**config.mk**
```make
export PLATFORM = sky130hd
export DESIGN_NAME = cpu24_sequencer
export DESIGN_NICKNAME = d
export VERILOG_FILES = /design/src/rtl/cpu24_pkg.sv /design/src/rtl/cpu24_decode.sv /design/src/rtl/cpu24_sequencer.sv
export SDC_FILE = /design/constraint.sdc
export NUM_CORES = 1
export LEC_CHECK = 0
export CORE_ASPECT_RATIO = 1.2
export CORE_MARGIN = 3
export CORE_UTILIZATION = 45
export DETAILED_ROUTE_END_ITERATION = 8
export PLACE_DENSITY = 0.85
export SLEW_MARGIN = 5
export SYNTH_ARGS = -nofsm -noshare
export SYNTH_HDL_FRONTEND = slang
export SYNTH_SLANG_ARGS = --single-unit
```
**constraint.sdc**
```tcl
create_clock -name Clock -period 2.75 [get_ports Clock]
set_input_delay 0.6875 -clock Clock [delete_from_list [all_inputs] [get_ports Clock]]
set_output_delay 0.6875 -clock Clock [all_outputs]
set_load 0.1 [all_outputs]
```
**src/rtl/cpu24_pkg.sv**
```systemverilog
// cpu24_pkg: shared encodings, field positions and types for the cpu24 control sequencer
package cpu24_pkg;

   localparam int INSTR_W = 24;
   localparam int OP_HI   = 23;
   localparam int OP_LO   = 20;
   localparam int FN_HI   = 3;
   localparam int FN_LO   = 0;

   localparam logic [3:0] OP_ADDI = 4'b0001;
   localparam logic [3:0] OP_LS   = 4'b0010;
   localparam logic [3:0] OP_SS   = 4'b0011;
   localparam logic [3:0] OP_BEQ  = 4'b0100;
   localparam logic [3:0] OP_R    = 4'b0110;
   localparam logic [3:0] FN_CMP  = 4'b0101;

   localparam logic [1:0] ALU_ADD   = 2'b00;
   localparam logic [1:0] ALU_SUB   = 2'b01;
   localparam logic [1:0] ALU_FUNCT = 2'b10;
   localparam logic [1:0] ALU_CMP   = 2'b11;

   typedef enum logic [2:0] {
      ST_FETCH,
      ST_DECODE,
      ST_EXEC,
      ST_MEM,
      ST_WB,
      ST_TRAP
   } state_t;

   typedef enum logic [2:0] {
      CL_ADDI,
      CL_LS,
      CL_SS,
      CL_BEQ,
      CL_R,
      CL_CMP,
      CL_ILLEGAL
   } iclass_t;

endpackage

```
**src/rtl/cpu24_decode.sv**
```systemverilog
// cpu24_decode: combinational opcode/funct classifier feeding the sequencer FSM
module cpu24_decode
   import cpu24_pkg::*;
(
   input  logic [3:0] opcode,
   input  logic [3:0] funct,
   output iclass_t    iclass
);

   // R-type splits into CMP (no writeback) and ordinary R on funct
   always_comb begin
      iclass = (opcode == OP_ADDI) ? CL_ADDI :
               (opcode == OP_LS)   ? CL_LS   :
               (opcode == OP_SS)   ? CL_SS   :
               (opcode == OP_BEQ)  ? CL_BEQ  :
               (opcode == OP_R)    ? ((funct == FN_CMP) ? CL_CMP : CL_R) :
                                     CL_ILLEGAL;
   end

endmodule

```
**src/rtl/cpu24_sequencer.sv**
```systemverilog
// cpu24_sequencer: multicycle fetch/decode/exec/mem/wb control FSM with memory handshakes and traps
module cpu24_sequencer
   import cpu24_pkg::*;
#(
   parameter int TIMEOUT = 16,
   parameter int CNT_W   = 16
) (
   input  logic               Clock,
   input  logic               Reset_n,
   input  logic [INSTR_W-1:0] Instr,
   input  logic               IMemAck,
   input  logic               DMemAck,
   input  logic               Zero,
   output logic               IMemReq,
   output logic               DMemReq,
   output logic               MemRead,
   output logic               MemWrite,
   output logic [INSTR_W-1:0] IR,
   output logic               IRWrite,
   output logic               PCWrite,
   output logic               PCSrc,
   output logic               RegWrite,
   output logic               RegDst,
   output logic               MemToReg,
   output logic               AluSrc,
   output logic [1:0]         AluOp,
   output logic               Halted,
   output logic               BusErr,
   output logic               Illegal,
   output logic [CNT_W-1:0]   Retired
);

   localparam int WAIT_W = $clog2(TIMEOUT + 1);

   state_t            state;
   state_t            next;
   iclass_t           iclass;
   logic [WAIT_W-1:0] wait_cnt;
   logic              timed_out;
   logic              set_illegal;
   logic              set_buserr;
   logic              retire;

   cpu24_decode u_decode (
      .opcode (IR[OP_HI:OP_LO]),
      .funct  (IR[FN_HI:FN_LO]),
      .iclass (iclass)
   );

   assign timed_out = (wait_cnt == WAIT_W'(TIMEOUT - 1));
   assign retire    = (next == ST_FETCH) && (state == ST_EXEC || state == ST_MEM || state == ST_WB);
   assign Halted    = (state == ST_TRAP);

   // state, IR, ack-wait counter, sticky trap flags and retire counter
   always_ff @(posedge Clock or negedge Reset_n) begin
      if (!Reset_n) begin
         state    <= ST_FETCH;
         IR       <= '0;
         wait_cnt <= '0;
         BusErr   <= 1'b0;
         Illegal  <= 1'b0;
         Retired  <= '0;
      end else begin
         state    <= next;
         if (IRWrite) IR <= Instr;
         wait_cnt <= (next == state && (state == ST_FETCH || state == ST_MEM)) ? wait_cnt + 1'b1 : '0;
         if (set_buserr) BusErr <= 1'b1;
         if (set_illegal) Illegal <= 1'b1;
         if (retire) Retired <= Retired + CNT_W'(1);
      end
   end

   // next state and Mealy datapath controls; an ack on the timeout cycle wins over the trap
   always_comb begin
      next        = state;
      IMemReq     = 1'b0;
      DMemReq     = 1'b0;
      MemRead     = 1'b0;
      MemWrite    = 1'b0;
      IRWrite     = 1'b0;
      PCWrite     = 1'b0;
      PCSrc       = 1'b0;
      RegWrite    = 1'b0;
      RegDst      = 1'b0;
      MemToReg    = 1'b0;
      AluSrc      = 1'b0;
      AluOp       = ALU_ADD;
      set_illegal = 1'b0;
      set_buserr  = 1'b0;
      case (state)
         ST_FETCH: begin
            IMemReq = 1'b1;
            if (IMemAck) begin
               IRWrite = 1'b1;
               PCWrite = 1'b1;
               next    = ST_DECODE;
            end else if (timed_out) begin
               set_buserr = 1'b1;
               next       = ST_TRAP;
            end
         end
         ST_DECODE: begin
            set_illegal = (iclass == CL_ILLEGAL);
            next        = (iclass == CL_ILLEGAL) ? ST_TRAP : ST_EXEC;
         end
         ST_EXEC: begin
            case (iclass)
               CL_ADDI: begin
                  AluSrc = 1'b1;
                  next   = ST_WB;
               end
               CL_LS, CL_SS: begin
                  AluSrc = 1'b1;
                  next   = ST_MEM;
               end
               CL_BEQ: begin
                  AluOp   = ALU_SUB;
                  PCSrc   = 1'b1;
                  PCWrite = Zero;
                  next    = ST_FETCH;
               end
               CL_R: begin
                  AluOp = ALU_FUNCT;
                  next  = ST_WB;
               end
               CL_CMP: begin
                  AluOp = ALU_CMP;
                  next  = ST_FETCH;
               end
               default: next = ST_TRAP;
            endcase
         end
         ST_MEM: begin
            DMemReq  = 1'b1;
            MemRead  = (iclass == CL_LS);
            MemWrite = (iclass == CL_SS);
            if (DMemAck) begin
               next = (iclass == CL_LS) ? ST_WB : ST_FETCH;
            end else if (timed_out) begin
               set_buserr = 1'b1;
               next       = ST_TRAP;
            end
         end
         ST_WB: begin
            RegWrite = 1'b1;
            RegDst   = (iclass == CL_R);
            MemToReg = (iclass == CL_LS);
            next     = ST_FETCH;
         end
         default: next = ST_TRAP;
      endcase
   end

endmodule
```
# Word-level counts from Yosys, hierarchy flattened

Cells that the tools add are included.

Add/subtract/negate cells: 2
Equality and inequality tests: 19
Multiplexer cells: 36
Reduce and logical (&&, ||, !) cells: 12

Operator list:

| cell                                                             | number |
|---|---|
| 3-bit two-way mux                                                | 10 |
| 1-bit two-way mux                                                | 19 |
| 16-bit by 1-bit adder with 16-bit output (second input constant) | 1 |
| 3-bit == test (second input constant)                            | 5 |
| 3-bit case mux with 5 select lines                               | 1 |
| 3-bit by 2-bit == test with 1-bit output (second input constant) | 4 |
| 4-bit by 3-bit == test with 1-bit output (second input constant) | 3 |
| 3-bit logical NOT                                                | 3 |
| 3-bit case mux with 3 select lines                               | 1 |
| 4-bit by 2-bit == test with 1-bit output (second input constant) | 2 |
| 3-bit by 1-bit == test with 1-bit output (second input constant) | 2 |
| 2-bit case mux with 3 select lines                               | 1 |
| 2-bit OR reduction                                               | 3 |
| 5-bit by 1-bit adder with 5-bit output (second input constant)   | 1 |
| 5-bit by 4-bit == test with 1-bit output (second input constant) | 1 |
| 5-bit two-way mux                                                | 1 |
| 4-bit by 1-bit == test with 1-bit output (second input constant) | 1 |
| 1-bit case mux with 2 select lines                               | 2 |
| 3-bit == test                                                    | 1 |
| 1-bit logical OR                                                 | 3 |
| 3-bit OR reduction                                               | 1 |
| 1-bit logical AND                                                | 2 |
| 2-bit two-way mux                                                | 1 |

Flip-flop bits (word level): 50
Input port bits: 29
Output and inout bits: 56
Logic and storage cells: 75

# Depth between registers and ports, before layout

Depth after elaboration: 14
Gate-level depth with buffers: 9

# Cells and area by module

From an unflattened synthesis, not the netlist that was laid out.

Cells, all modules: 213
Area total of the unflattened synthesis: 2561.2 um^2

Modules (own cells, without submodules):

| module          | times used | cells each | area each (um^2) |
|---|---|---|---|
| cpu24_sequencer | 1          | 203        | 2467.4 |
| cpu24_decode    | 1          | 10         | 93.8 |

# Worst setup path before layout

No wires, ideal clock.

Kind: register to output
Start point: register IR[21]
End point: output port AluSrc
Arrival: 4.090 ns
Required time: 2.062 ns
Slack: -2.027 ns
Cell stages (with the launch flop): 4
Buffers on the path: 1
Cell sequence: dfrtp_1 > clkbuf_2 > nor2_1 > nor4_1

Cells in the longest elaborated chain, start to end: 10
Elaborated cells on any way between the ends: 16
Those cells by class: eq/ne (7); mux (7); reduce/logical (2)

RTL lines:

| what                                                             | RTL line               | text |
|---|---|---|
| start, declared                                                  | cpu24_sequencer.sv:18  | `output logic [INSTR_W-1:0] IR,` |
| start signal, assigned                                           | cpu24_sequencer.sv:65  | `if (IRWrite) IR <= Instr;` |
| 4-bit by 3-bit == test with 1-bit output                         | cpu24_decode.sv:16     | `(opcode == OP_R) ? ((funct == FN_CMP) ? CL_CMP : CL_R) :` |
| 3-bit two-way mux                                                | cpu24_decode.sv:16     |  |
| 3-bit two-way mux                                                | cpu24_decode.sv:15     | `(opcode == OP_BEQ) ? CL_BEQ :` |
| 3-bit two-way mux                                                | cpu24_decode.sv:14     | `(opcode == OP_SS) ? CL_SS :` |
| 3-bit two-way mux                                                | cpu24_decode.sv:13     | `(opcode == OP_LS) ? CL_LS :` |
| 3-bit two-way mux *                                              | cpu24_decode.sv:12     | `iclass = (opcode == OP_ADDI) ? CL_ADDI :` |
| 3-bit by 1-bit == test with 1-bit output (tied with other cells) | cpu24_sequencer.sv:107 | `case (iclass)` |
| 3-bit OR reduction (no source line) *                            | --                     |  |
| 1-bit two-way mux *                                              | cpu24_sequencer.sv:107 |  |
| 1-bit two-way mux *                                              | cpu24_sequencer.sv:90  | `case (state)` |
| end, declared                                                    | cpu24_sequencer.sv:25  | `output logic AluSrc,` |

Mark *: on every way between the ends. The rest lies on a longest branch, timed or not.

# Worst setup path after layout

Start point: register state[0]
End point: output port PCWrite

Cells in the longest elaborated chain, start to end: 2
Elaborated cells on any way between the ends: 3
Those cells by class: eq/ne (1); mux (1); reduce/logical (1)

RTL lines:

| what                                                                                 | RTL line              | text |
|---|---|---|
| start, declared                                                                      | cpu24_sequencer.sv:35 | `state_t state;` |
| start signal, assigned                                                               | cpu24_sequencer.sv:64 | `state <= next;` |
| 3-bit by 2-bit == test with 1-bit output / 3-bit logical NOT (equally long branches) | cpu24_sequencer.sv:90 |  |
| 1-bit case mux with 2 select lines *                                                 | cpu24_sequencer.sv:90 |  |
| end, declared                                                                        | cpu24_sequencer.sv:20 | `output logic PCWrite,` |

Marks and branches as above.

==> impl_metrics.toml <==
[place]
gp_congestion = 0.8447
place_area_mm2 = 0.003495
hpwl_um = 4312
place_ws_ps = 131.8
io_buffers = 84

[yosys]
async_flop_share = 1.000
ys_types = 43
postSynthNetCount = 251
synth_warnings = 0
netlist_area_mm2 = 0.002429
ys.flop_type = "dfrtp_1"
postSynthCellCount = 219
synth_edf_count = 0
syn_avg_cell_area_um2 = 11.09
synth-seq-cells = 50
yosysSeqAreaShare = 0.5152

[sta]
finalWorstSetupSlack_ps = 89.91
hold_viol = 0
tightest_slew_ps = 497.0
tns_ps = 0
rsz0062_at_grt = "no"
maxSlewHeadroom = 0.6652
worst_clock_skew_ps = 8.816
report.final.slew_viol_count = 0
max_freq_mhz = 375.9
min_period_ps = 2660
final-setup-viol-count = 0
post-route-period-util = 0.9673

[floorplan]
dieArea_mm2 = 0.006318
fp.dieW_um = 73.06
die_h_um = 86.48
io_pins = 85
core_mm2 = 0.005080
row_count = 28
start_util = 0.4781

[drt]
routed_via_density = 5.247
first_pass_iters = 4
routed_wl_um = 5549
detail-route-antenna-nets = 0
wl_per_cell_um = 15.04
drtIter0Drc = 124
vias = 1936
drc = 0

[clock_network]
clock-root-buffer = "clkbuf_8"
cts.sinks = 50
cts.clk_slew.worst_paths_ps = 100
cts_max_level = 2
cts_tree = "built"
clock_latency_ps = 310
cts_resized = 0
cts_made_buffers = 5
ctsHoldBuffers = 0
cts_max_path_buffers = 2
postCtsSetupBuffers = 0

[grt]
track_usage = 0.1955
grt_max_degree = 32
grt_antenna_before_repair = 0
overflow = 0
grt_pass1_vias = 2026
grt_pass1_wl_um = 9625

[setup_path]
cp-end-kind = "primary output"
cp.arrival_ps = 1970
worst-path-max-fanout = 13
cp_slowest_cell = "dfrtp_2"
worstSetupPathType = "flip-flop to primary output"
cp_slowest_stage_delay_ps = 500
required_ps = 2060
crit_chain = "or3b_4 > nand2b_2 > nor2_4 > a21o_4 > buf_12"
cp-start-kind = "flip-flop"

[layout]
areaGrowthSynthToFinish_pct = 47.60
drive_above_1_share = 0.4045
postLayoutCellArea_mm2 = 0.003585
regArea_mm2 = 0.001269
diodes = 0
fin_nets = 340
fillers = 371
multi_input_area_mm2 = 0.001177

[min_path]
hold_path_class = "primary input to asynchronous set/reset pin"

[run_status]
status = "finished clean"

[run]
maxCapViolCount = 0
[state kept, by name, summed over array words and instances, names as in the netlist]
| signal | count |
|---|---|
| BusErr | 1 |
| IR | 24 |
| Retired | 16 |
| state | 3 |
| wait_cnt | 5 |
| Illegal | 1 |
[cell usage after synthesis, types with 2 or more instances]
master,number,share of area
dfrtp_1,50,0.52
mux2_2,23,0.11
nor2_1,21,0.032
xnor2_1,16,0.058
nand2_1,11,0.017
inv_1,10,0.015
nand3_1,8,0.016
nor3_1,7,0.014
and3_1,6,0.015
o21ai_0,6,0.012
a21oi_1,5,0.010
nand4_1,5,0.013
buf_2,4,0.0082
clkbuf_1,4,0.0062
nand3_2,4,0.016
ha_1,3,0.015
nand2b_1,3,0.0077
nor3b_1,3,0.0093
a211oi_1,2,0.0062
a21o_1,2,0.0062
and4_1,2,0.0072
buf_6,2,0.0093
or3_1,2,0.0052
[kinds of logic after synthesis]
family / Yosys count / synth area share
adder cells (fa/ha/maj): 3 / 0.01546
buffers and inverters: 21 / 0.04121
XOR/XNOR: 17 / 0.06131
AO/OA/AOI/OAI: 23 / 0.07110
multiplexers: 24 / 0.1113
flip-flops: 50 / 0.5152
AND/OR/NAND/NOR: 81 / 0.1845
[layer usage]
layer  vias to the layer above  global-route usage  share of wire
li1                        939                   -              -
met1                       936              0.2289           0.39
met2                        53              0.3263           0.53
met3                         8             0.06961          0.071
met4                         0             0.07215          0.012
met5                         -                   0              0
[worst max-delay path: cells and delay by family, from the launching register on]
family                 cells  cell delay, ps
AOI/OAI and AO/OA          1             140
DFF                        1             500
buffers and inverters      1             160
and+or+nand+nor            3             860
[layout by cell type, fill, tap and decap left out, types with 6 or more instances in the layout]
cell type        Yosys  routed
nand2_1             11      11
inv_1               10      10
buf_12               0      14
mux2_2              23      23
buf_4                0      51
clkdlybuf4s50_1      0      27
dfrtp_1             50      44
xnor2_1             16      16
nor2_1              21      17
nand3_1              8       8
o21ai_0              6       6
[path summary, 6_finish.rpt]
path	startpoint	slack [ps]	cells past startpoint	to
setup / recovery	state[0]	90	5	PCWrite
hold / removal	Reset_n	320	1	Illegal
setup reg to reg	wait_cnt[0]	500	8	Retired[1]
hold reg to reg	wait_cnt[0]	460	1	wait_cnt[0]
max in group asynchronous	Reset_n	1640	2	IR[20]
min in group Clock	wait_cnt[0]	460	1	wait_cnt[0]
[stage by stage]
stage	std cells	utilization	hold WS [ps]
after floorplan	219	-	391.9
after global placement	361	0.6879	448.1
after detailed placement	361	0.6879	454.6
after CTS	369	0.7052	325.4
after global routing	369	0.7057	333.5
final	369	0.7057	318.8
[layout make-up]
type	count	share of cell area
flip-flops and latches	50	0.3539
clock inverters	2	0.004188
inverters	10	0.01047
clock buffers	6	0.02024
multi-input cells	148	0.3284
repair buffers	93	0.2618
well taps	60	0.02094
Power is not shown: default switching activity piles up to over one toggle a cycle in this logic, so the estimate is an artifact.
